`config.mk`:
```
export PLATFORM = sky130hd
export DESIGN_NAME = direct_cache_flat
export DESIGN_NICKNAME = d
export VERILOG_FILES = /design/src/rtl/direct_cache_if.sv /design/src/rtl/direct_cache.sv /design/src/flat_wrapper.sv
export SDC_FILE = /design/constraint.sdc
export NUM_CORES = 1
export LEC_CHECK = 0
export ABC_AREA = 1
export BUFFER_PORTS_ARGS = -buffer_cell sky130_fd_sc_hd__buf_2
export CAP_MARGIN = 30
export CORE_MARGIN = 2
export CORE_UTILIZATION = 60
export CTS_CLUSTER_DIAMETER = 30
export DETAILED_ROUTE_END_ITERATION = 7
export GPL_ROUTABILITY_DRIVEN = 1
export HOLD_SLACK_MARGIN = 0.12
export PLACE_DENSITY = 0.84
export SYNTH_ARGS = -nofsm -noshare
export SYNTH_HDL_FRONTEND = slang
export SYNTH_SLANG_ARGS = --single-unit
```
`constraint.sdc`:
```
create_clock -name clk -period 4.4 [get_ports clk]
set_clock_uncertainty 0.2 [all_clocks]
set_input_delay 0.22 -clock clk [delete_from_list [all_inputs] [get_ports clk]]
set_output_delay 0.22 -clock clk [all_outputs]
set_load 0.005 [all_outputs]
```
`src/rtl/direct_cache_if.sv`:
```
// Request/acknowledge bus for direct_cache: processor-side port plus the slowmem-side port.
interface direct_cache_if #(parameter int WORD_W = 16);
    logic              strobe;
    logic              rnotw;
    logic [WORD_W-1:0] addr;
    logic [WORD_W-1:0] wdata;
    logic              flush;
    logic              mfc;
    logic [WORD_W-1:0] rdata;
    logic              busy;
    logic              mem_strobe;
    logic              mem_rnotw;
    logic [WORD_W-1:0] mem_addr;
    logic [WORD_W-1:0] mem_wdata;
    logic              mem_mfc;
    logic [WORD_W-1:0] mem_rdata;

    // Environment side: processor requests and slowmem responses.
    modport master (
        output strobe, rnotw, addr, wdata, flush, mem_mfc, mem_rdata,
        input  mfc, rdata, busy, mem_strobe, mem_rnotw, mem_addr, mem_wdata
    );

    modport slave (
        input  strobe, rnotw, addr, wdata, flush, mem_mfc, mem_rdata,
        output mfc, rdata, busy, mem_strobe, mem_rnotw, mem_addr, mem_wdata
    );
endinterface

```
`src/rtl/direct_cache.sv`:
```
// Direct-mapped, one-word-line, write-through / no-write-allocate cache in front of slowmem.
// Optional hit/miss counters are built when CACHE_STATS_EN is defined.
module direct_cache #(
    parameter int CACHE_LINES = 8,
    parameter int INDEX_BITS  = 3,
    parameter int WORD_W      = 16
) (
    input  logic            clk,
    input  logic            reset,
    direct_cache_if.slave   bus
`ifdef CACHE_STATS_EN
    ,
    output logic [15:0]     hit_count,
    output logic [15:0]     miss_count
`endif
);
    localparam int TAG_W = WORD_W - INDEX_BITS;

    typedef enum logic [1:0] {IDLE, FILL_REQ, FILL_WAIT, WRITE} state_t;

    state_t                  state;
    logic [CACHE_LINES-1:0]  valid;
    logic [TAG_W-1:0]        tags [CACHE_LINES];
    logic [WORD_W-1:0]       data [CACHE_LINES];
    logic [WORD_W-1:0]       fill_addr;

    logic [INDEX_BITS-1:0]   idx;
    logic [TAG_W-1:0]        tag;
    logic [INDEX_BITS-1:0]   fill_idx;
    logic [TAG_W-1:0]        fill_tag;
    logic                    hit;

    assign idx      = bus.addr[INDEX_BITS-1:0];
    assign tag      = bus.addr[WORD_W-1:INDEX_BITS];
    assign fill_idx = fill_addr[INDEX_BITS-1:0];
    assign fill_tag = fill_addr[WORD_W-1:INDEX_BITS];
    assign hit      = valid[idx] && (tags[idx] == tag);

    always_ff @(posedge clk) begin
        if (reset) begin
            state          <= IDLE;
            valid          <= '0;
            fill_addr      <= '0;
            bus.mfc        <= 1'b0;
            bus.rdata      <= '0;
            bus.busy       <= 1'b0;
            bus.mem_strobe <= 1'b0;
            bus.mem_rnotw  <= 1'b1;
            bus.mem_addr   <= '0;
            bus.mem_wdata  <= '0;
`ifdef CACHE_STATS_EN
            hit_count      <= '0;
            miss_count     <= '0;
`endif
        end else begin
            bus.mfc <= 1'b0;
            case (state)
                IDLE: begin
                    // Flush takes priority; a simultaneous strobe is dropped.
                    if (bus.flush) begin
                        valid <= '0;
                    end else if (bus.strobe && bus.rnotw) begin
                        if (hit) begin
                            bus.rdata <= data[idx];
                            bus.mfc   <= 1'b1;
`ifdef CACHE_STATS_EN
                            if (hit_count != 16'hFFFF) hit_count <= hit_count + 16'd1;
`endif
                        end else begin
                            fill_addr      <= bus.addr;
                            bus.mem_strobe <= 1'b1;
                            bus.mem_rnotw  <= 1'b1;
                            bus.mem_addr   <= bus.addr;
                            bus.busy       <= 1'b1;
                            state          <= FILL_REQ;
`ifdef CACHE_STATS_EN
                            if (miss_count != 16'hFFFF) miss_count <= miss_count + 16'd1;
`endif
                        end
                    end else if (bus.strobe) begin
                        // Posted write: acknowledge now, slowmem sees a one-cycle strobe.
                        bus.mem_strobe <= 1'b1;
                        bus.mem_rnotw  <= 1'b0;
                        bus.mem_addr   <= bus.addr;
                        bus.mem_wdata  <= bus.wdata;
                        if (hit) data[idx] <= bus.wdata;
                        bus.mfc        <= 1'b1;
                        bus.busy       <= 1'b1;
                        state          <= WRITE;
                    end
                end
                FILL_REQ: begin
                    bus.mem_strobe <= 1'b0;
                    state          <= FILL_WAIT;
                end
                FILL_WAIT: begin
                    if (bus.mem_mfc) begin
                        valid[fill_idx] <= 1'b1;
                        tags[fill_idx]  <= fill_tag;
                        data[fill_idx]  <= bus.mem_rdata;
                        bus.rdata       <= bus.mem_rdata;
                        bus.mfc         <= 1'b1;
                        bus.busy        <= 1'b0;
                        state           <= IDLE;
                    end
                end
                WRITE: begin
                    bus.mem_strobe <= 1'b0;
                    bus.mem_rnotw  <= 1'b1;
                    bus.busy       <= 1'b0;
                    state          <= IDLE;
                end
                default: state <= IDLE;
            endcase
        end
    end
endmodule

```
`src/flat_wrapper.sv`:
```
// flat-port wrapper written by rule: the top's interface ports become plain ports
module direct_cache_flat 
#(
    parameter int CACHE_LINES = 8,
    parameter int INDEX_BITS  = 3,
    parameter int WORD_W      = 16
)
  (clk, reset, bus_strobe, bus_rnotw, bus_addr, bus_wdata, bus_flush, bus_mem_mfc, bus_mem_rdata, bus_mfc, bus_rdata, bus_busy, bus_mem_strobe, bus_mem_rnotw, bus_mem_addr, bus_mem_wdata);
  direct_cache_if #(.WORD_W(WORD_W)) bus_i ();
  input  logic clk;
  input  logic reset;
  input wire logic [$bits(bus_i.strobe)-1:0] bus_strobe;
  input wire logic [$bits(bus_i.rnotw)-1:0] bus_rnotw;
  input wire logic [$bits(bus_i.addr)-1:0] bus_addr;
  input wire logic [$bits(bus_i.wdata)-1:0] bus_wdata;
  input wire logic [$bits(bus_i.flush)-1:0] bus_flush;
  input wire logic [$bits(bus_i.mem_mfc)-1:0] bus_mem_mfc;
  input wire logic [$bits(bus_i.mem_rdata)-1:0] bus_mem_rdata;
  output wire logic [$bits(bus_i.mfc)-1:0] bus_mfc;
  output wire logic [$bits(bus_i.rdata)-1:0] bus_rdata;
  output wire logic [$bits(bus_i.busy)-1:0] bus_busy;
  output wire logic [$bits(bus_i.mem_strobe)-1:0] bus_mem_strobe;
  output wire logic [$bits(bus_i.mem_rnotw)-1:0] bus_mem_rnotw;
  output wire logic [$bits(bus_i.mem_addr)-1:0] bus_mem_addr;
  output wire logic [$bits(bus_i.mem_wdata)-1:0] bus_mem_wdata;
  assign bus_i.strobe = bus_strobe;
  assign bus_i.rnotw = bus_rnotw;
  assign bus_i.addr = bus_addr;
  assign bus_i.wdata = bus_wdata;
  assign bus_i.flush = bus_flush;
  assign bus_i.mem_mfc = bus_mem_mfc;
  assign bus_i.mem_rdata = bus_mem_rdata;
  assign bus_mfc = bus_i.mfc;
  assign bus_rdata = bus_i.rdata;
  assign bus_busy = bus_i.busy;
  assign bus_mem_strobe = bus_i.mem_strobe;
  assign bus_mem_rnotw = bus_i.mem_rnotw;
  assign bus_mem_addr = bus_i.mem_addr;
  assign bus_mem_wdata = bus_i.mem_wdata;
  direct_cache #(.CACHE_LINES(CACHE_LINES), .INDEX_BITS(INDEX_BITS), .WORD_W(WORD_W)) u_core (.clk(clk), .reset(reset), .bus(bus_i));
endmodule
```
### After elaboration in Yosys (flattened, before gate mapping)

Memories as Yosys holds them, arrays and structs flattened.
Cells that the tools add are included.
W data, S select, Z words.

* word-level logic and storage cells: 101
* input port bits: 54
* RAM bits: 232
* output and inout port bits: 52
* register bits: 78
* memories kept: 2

* equality and inequality tests: 12
* bitwise operators: 4
* reductions and logical operators: 20
* multiplexer cells: 50
* magnitude comparators: 3

Memories
* u_core.data: depth 8, width 16, read ports 1, clocked after memory_dff 0, wr ports 1, RTL line direct_cache.sv:24 `logic [WORD_W-1:0] data [CACHE_LINES];`
* u_core.tags: depth 8, width 13, read ports 1, clocked after memory_dff 0, wr ports 1, RTL line direct_cache.sv:23 `logic [TAG_W-1:0] tags [CACHE_LINES];`

Operator list (number)
* $mux W16: 8
* $pmux W16 S2: 1
* $mux W1: 25
* $reduce_and A4 Y1: 6
* $mux W8: 2
* $pmux W8 S2: 1
* $reduce_or A16 Y1: 1
* $eq A13 B13 Y1: 1
* $mux W2: 5
* $reduce_and A5 Y1: 2
* $lt A3 B4 Y1 const B: 2
* $ne A2 B2 Y1 const B: 4
* $or A8 B8 Y8: 1
* $pmux W2 S4: 1
* $reduce_bool A2 Y1: 4
* $pmux W1 S2: 3
* $eq A2 B2 Y1 const B: 2
* $ne A2 B1 Y1 const B: 2
* $bmux W1 S3: 1
* $demux W1 S3: 1
* $ge A3 B1 Y1 const B: 1
* $logic_and A1 B1 Y1: 3
* $mux W3: 1
* $ne A3 B2 Y1 const B: 1
* other kinds (8): 10

### Longest topological paths before layout

Gate-level depths: netlist (run 1).

* depth after elaboration: 11
* gate-level depth with buffers: 18
* gate-level depth less buffers: 16

### Least setup slack after synthesis (run 1)

No wires, ideal clock.

* path type: register to register
* from: reg u_core.state[0]
* to: mem u_core.data[0][0] (enable)
* setup slack: 1.251 ns
* arrival: 2.561 ns
* cell stages (with the launch flop): 12
* clock period less this slack: 3.149 ns
* cells stage by stage: dfxtp_1 inv_1 ha_1 clkbuf_1 nand2_1 nor2_2 inv_1 o21ai_0 inv_1 nor2_1 nand2_1 nor2_1

* longest elaborated chain between the ends: 6
* elaborated cells between the ends (all ways): 11
* classes of those cells: 1 x eq/ne; 8 x mux; 2 x reduce/logical

Ends and longest elaborated chain
* start, declared: RTL line direct_cache.sv:21 `state_t state;`
* start signal, assigned: RTL line direct_cache.sv:41 `state <= IDLE;`
* start signal, assigned: RTL line direct_cache.sv:75 `state <= FILL_REQ;`
* start signal, assigned: RTL line direct_cache.sv:89 `state <= WRITE;`
* $eq A2 B2 Y1: RTL line direct_cache.sv:57 `case (state)`
* $mux W1: RTL line direct_cache.sv:57
* $mux W1: RTL line direct_cache.sv:40 `if (reset) begin`
* $mux W1 (not written as such): RTL line direct_cache.sv:100 `data[fill_idx] <= bus.mem_rdata;`
* $reduce_or A16 Y1 (no line)
* $mux W3 (no line) / $mux W1 (equally long branches)
* end, declared: RTL line direct_cache.sv:24

Parallel ways exist; a longest one is shown, timed or not.

### Final worst setup path (run 1)

* from: reg u_core.state[0]
* to: mem u_core.data[4][12] (enable)

The elaborated chain is that of the path after synthesis.

==> results of run 1 <==
## cells in the mapped netlist
library cell    n
nand2_1       324
nor2_1        218
dfxtp_1        78
nand3_1       116
a31oi_1         2
edfxtp_1      232
nand2_2         1
a21oi_1        63
inv_1          99
o22ai_1        32
o21ai_2         1
buf_2          15
o21ai_1        15
o21ai_0        95
nor3_1          4
nor2_2          2
ha_1            4
inv_2           2
buf_4           8
nand2_4         1
clkbuf_1       47
buf_6           4
nand3b_1        1
nand4_1        20
nor3b_2         1
clkinv_1        4
nand3_4         1
o21bai_1        1
buf_1           5
## layer usage
layer	global-route usage [%]	part of all wire [%]	up-vias
li1	-	-	5097
met1	39.0	33	5316
met2	58.6	50	940
met3	6.71	11	242
met4	21.7	6.5	0
met5	0	0	-
## registers in the layout, indices dropped and copies added (netlist names)
register,count
u_core.bus.mem_rnotw,1
u_core.valid,8
u_core.tags,104
u_core.bus.rdata,16
u_core.bus.busy,1
u_core.bus.mem_addr,16
u_core.fill_addr,16
u_core.state,2
u_core.bus.mem_wdata,16
u_core.bus.mfc,1
u_core.data,128
u_core.bus.mem_strobe,1
## metrics by stage
step | instances | hold slack, ns
6_report | 1908 | 0.191
5_1_grt | 1908 | 0.200
4_1_cts | 1908 | 0.161
3_5_place_dp | 1737 | 0.243
3_3_place_gp | 1737 | 0.238
2_1_floorplan | 1396 | 0.187
## how the worst max path moves through the flow
stage	start	endpoint	slack (ns)	cells past startpoint
6_report	u_core.state[0]	u_core.data[4][12]	0.54	12
4_1_cts	u_core.state[0]	u_core.data[0][1]	0.71	12
5_1_grt	u_core.state[0]	u_core.data[0][1]	0.35	12
2_1_floorplan	u_core.state[0]	u_core.data[0][0]	1.25	11
3_3_place_gp	bus_addr[0]	u_core.data[7][14]	1.09	17
3_5_place_dp	u_core.state[0]	u_core.data[0][13]	0.80	12
## worst reg2reg max path: stages (launching register included)
cell and delay [ns]:
dfxtp_1 0.32, inv_1 0.10, ha_1 0.46, nand2_1 0.19, nor2_2 0.11, buf_4 0.27
inv_1 0.51, o21ai_0 0.59, inv_1 0.15, nor2_1 0.17, nand2_1 0.08, nor2_1 0.13
buf_4 0.29
## layout make-up
class | instances | area, um^2
Timing Repair Buffer | 218 | 1570
Inverter | 105 | 394
Clock buffer | 57 | 1310
Fill cell | 1228 | 5080
Clock inverter | 36 | 523
Multi-Input combinational cell | 902 | 4000
Tap cell | 280 | 350
Sequential cell | 310 | 8530
## placed cells by master, fill, tap and decap left out, drive strengths merged
master	instances
a21oi	63
a31oi	2
buf	140
bufinv	10
clkbuf	57
clkinv	23
clkinvlp	3
dfxtp	78
dlygate4sd3	78
edfxtp	232
ha	4
inv	105
nand2	326
nand3	117
nand3b	1
nand4	20
nor2	220
nor3	4
nor3b	1
o21ai	111
o21bai	1
o22ai	32
## repair_timing
action                                 4_1_cts  5_1_grt
hold buffers                                78        0
buffers inserted                             0        0
endpoints found under the hold margin      203        0
## logic make-up (layout without fill, tap and decap cells)
family	count (synthesis)	in the layout	synth area share, %
flops	310	310	64.3
buf+inv	184	416	5.80
fa+ha+maj	4	4	0.377
simple gates	689	689	21.3
compound gates	209	209	8.25
## power breakdown
part	switching [uW]	internal, uW	leakage, uW
Clock	1470	2750	0.000889
Combinational	919	453	0.00322
Sequential	124	3360	0.00275
==> run metrics, run 1 <==
status complete, no violations; post-cts resize count 0; crit path launch type flip-flop; I/O Buffers around 110; Hold Crit Start bus_addr[1]; DR pass1 iterations 7; yosys warns 0; flop and latch count out of synthesis 310; Iter 0 DRT Violations 1620; Synth Instances 1396; Num CTS Buffers 50; Reg2Reg Capture Point u_core.data[4][12]; GR Overflow Total 0; Worst setup EP type flip-flop; antenna violations before repair 0; Area contributors post-synth edfxtp_1, dfxtp_1, nand2_1; Peak VDD IR 0.487 mV; nets 1645; CP Class flip-flop to flip-flop; Slowest-stage cell, CP o21ai_0; Root Buffer clkbuf_16; post-synthesis cell type count 29; min-delay worst type input pin to flip-flop; Starting Density roughly three fifths; half-perimeter wire length after placement approximately 22 mm; largest area contributor in the netlist edfxtp_1; first-pass GRT wire length 62.1 mm; Pleak approximately 0.0069 uW; vias in the first global route 11800; routed vias/inst 6.08; setup TNS 0 ns; Clock Latency Late Sink 0.58 ns; setup ws final approximately 0.54 ns; RSZ-0062 raised after global routing false; Syn-to-layout area delta 25.7%; Max Root-Sink Buffers 3; antenna viol nets, final 0; Slew Viols, Final 0; Syn Nets 1454; Post-DP Area 0.0141 mm^2; utilization after layout 76.7%; Final Critical Period 3.86 ns; vias about 12000; routed wire length per instance 21.0 um; die width about 150 um; area share of the largest cell type after synthesis between 50% and 60%; hold endpoint u_core.fill_addr[1]; share of layout cells above drive strength 1 14.7%; DIE HEIGHT roughly 150 um; Top cell by count, worst path inv_1; FF-to-FF path depth 12; top cell family by delay on the critical path buffers and inverters; # diodes 0; row count 54; crit path max fanout 25; Arr. time, crit path 3.92 ns; pre-CTS setup slack 0.798 ns; Buf/Inv on CP 5; Hold Violations, Final 0; Synth Cell Area 0.0133 mm^2; CTS tree yes; final cycle utilization of the critical path 87.8%; PD cells 544 mW/mm^2; f_max around 260 MHz; DIE AREA approximately 0.023 mm^2; Worst Max-Slew Pin Slew 1.02 ns; CP Cell Sequence inv_1 -> ha_1 -> nand2_1 -> nor2_2 -> buf_4 -> inv_1 -> o21ai_0 -> inv_1 -> nor2_1 -> nand2_1 -> nor2_1 -> buf_4; max_cap viols 0; Final Instance Area 0.0167 mm^2; Tot GR Track Use 34.0%; total wire length 40.0 mm; boundary pin count 106; hold-critical path depth 4; clock slew at reported path FFs 0.05 ns; reg2reg start u_core.state[0]; # H-tree levels 2; average size of a mapped cell 9.51 um^2; residual DRC count 0; CP max stage delay 0.58 ns; max_slew headroom 31.8%; flop2flop setup slack roughly 0.54 ns; Sink Count 310; largest net degree at the start of global routing 67; sequential share of the synthesized area 64.3%; GP Congestion 0.911; Power Total 9070 uW; core area 0.0218 mm^2; endpoints failing setup 0; Worst EP required 4.45 ns
Power figures use the tool's default switching activity.
==> run 2, diff against run 1 <==
- REMOVE_ABC_BUFFERS: default -> 1
==> run metrics, run 2 (synthesis results as in run 1) <==
status complete, no violations; max_cap viols 0 (unchanged); max_slew headroom 45.9% (+14 points); Seq pwr share 38.8% (+0.4 points); P_sw 2440 uW (-2.9%); Iter 0 DRT Violations 1095 (-32%); residual DRC count 0 (unchanged); I/O Buffers 105 (unchanged); Clock Latency Late Sink 0.56 ns (-0.02 ns); Largest Register u_core.data; CTS tree yes; Tot GR Track Use 30.8% (-3.3 points); setup TNS 0 ns (unchanged); crit path launch type input pin; Worst EP required 4.63 ns (+0.18 ns); Post-DP Area 0.0141 mm^2 (+0.18%); top routing layer in use met4; vias 11200 (-3.6%); RSZ-0062 raised after global routing false; Num CTS Buffers 53 (+6.0%); Final Instance Area 0.0167 mm^2 (about the same); fin cells 1914 (+0.31%); Pleak 0.00687 uW (about the same); pre-CTS setup slack 0.812 ns (+0.0139 ns); Peak VDD IR 0.388 mV (-20%); max FFs per register 128 (unchanged); routed vias/inst 5.84 (-4.0%); Worst Max-Slew Pin Slew 0.810 ns (-0.211 ns); post-cts resize count 0 (unchanged); half-perimeter wire length after placement 19.6 mm (-9.4%); Syn-to-layout area delta 25.7% (about the same); PD cells 535 mW/mm^2 (-1.6%); crit path max fanout 17 (-32%); Clock Power Share 46.1% (-0.4 points); Max Root-Sink Buffers 3 (unchanged); met3 routed WL 3.48 mm (-18%); Hold Violations, Final 0 (unchanged); Arr. time, crit path 4.04 ns (+0.12 ns); largest net degree at the start of global routing 130 (+94%); core area 0.0218 mm^2 (unchanged); die width 153 um (unchanged); Final Critical Period 3.81 ns (-0.0502 ns); antenna viol nets, final 0 (unchanged); clock slew at reported path FFs 0.05 ns (about the same); GR Overflow Total 0 (unchanged); routed wire length per instance 19.2 um (-8.4%); nets 1649 (+0.24%); Placed Cells 1737 (unchanged); GP Congestion 0.851 (-6.6%); Internal 6490 uW (-1.1%); FILL cells 1299 (+5.8%); met1 WL 12.9 mm (-2.1%); boundary pin count 106 (unchanged); # H-tree levels 2 (unchanged); DIE HEIGHT 153 um (unchanged); Starting Density 61.0% (unchanged); endpoints failing setup 0 (unchanged); Power Total 8930 uW (-1.6%); vias in the first global route 11500 (-2.7%); total wire length 36.8 mm (-8.1%); Sink Count 310 (unchanged); min-delay worst type input pin to flip-flop; final cycle utilization of the critical path 86.7% (-1.1 points); # diodes 0 (unchanged); setup ws final 0.586 ns (+0.0502 ns); share of layout cells above drive strength 1 15.1% (+0.31 points); CP Class input pin to flip-flop; Slew Viols, Final 0 (unchanged); met2 WL post-DR 18.3 mm (-8.6%); DR pass1 iterations 8 (+1); Worst setup EP type flip-flop; most common cell after layout, fill and taps aside nand2_1; Regs by FF count u_core.data x128, u_core.tags x104; DIE AREA 0.0233 mm^2 (unchanged); Root Buffer clkbuf_16; Net Sw Frac 27.3% (-0.38 points); row count 54 (unchanged); antenna violations before repair 0 (unchanged); most frequent cells in the layout nand2_1, edfxtp_1, nor2_1; first-pass GRT wire length 56.8 mm (-8.6%); f_max 262 MHz (+1.3%); Logic pwr share 15.1% (about the same)
run 2: changes by cell type in the layout (fill, tap and decap cells not counted), sizes merged:
cell / before / now
clkinvlp: 3 / 5
dlygate4sd3: 78 / 79
inv: 105 / 110
clkbuf: 57 / 58
bufinv: 10 / 7
run 2: stage by stage:
stage	utilization, %	hold WS [ns]
2_1_floorplan	-	0.0891
3_3_place_gp	64.8	0.239
3_5_place_dp	64.8	0.242
4_1_cts	76.7	0.126
5_1_grt	76.7	0.166
6_report	76.7	0.153
run 2: final timing paths:
check / slack, ns / cells past startpoint / to / start
worst max-delay path: 0.59 / 15 / u_core.fill_addr[4] / bus_addr[2]
worst min-delay path: 0.15 / 7 / u_core.bus.mem_strobe / bus_rnotw
worst max register to register: 0.82 / 12 / u_core.data[0][10] / u_core.state[0]
worst min register to register: 0.26 / 2 / u_core.valid[4] / u_core.valid[4]
run 2: cell type report:
| type | instances | area [um^2] | share of cell area, % |
|---|---|---|---|
| Sequential cell | 310 | 8530 | 51.1 |
| Multi-Input combinational cell | 902 | 4000 | 24.0 |
| Timing Repair Buffer | 219 | 1610 | 9.63 |
| Clock buffer | 58 | 1370 | 8.18 |
| Clock inverter | 40 | 439 | 2.63 |
| Inverter | 105 | 394 | 2.36 |
| Tap cell | 280 | 350 | 2.10 |
run 2: layer usage:
layer,track usage [%],up-vias
li1,-,5119
met1,34.2,5188
met2,53.7,689
met3,6.37,176
met4,20.0,0
met5,0,-
run 2: timing repair:
item	in CTS	in global routing
hold endpoints to repair	202	0
buffers inserted	0	0
hold buffers	79	0
run 2: power groups by stage:
stage               clock network (uW)  logic, uW  registers (uW)
finish                            4120       1350            3470
CTS                               4120       1320            3460
global route                      4260       1480            3480
detailed placement                   0       1230            3510
floorplan                            0        708            3510
global placement                     0       1190            3510
run 2: critical path: stages:
cell	delay [ns]
dlygate4sd3_1	0.53
buf_2	0.13
inv_1	0.40
buf_4	0.34
nand3_1	0.15
nand3_1	0.15
nand2_1	0.07
nor2_1	0.14
nand2_1	0.06
nor2_1	0.17
nand2_4	0.20
nand4_1	0.15
dlygate4sd3_1	0.62
a21oi_1	0.10
dlygate4sd3_1	0.60
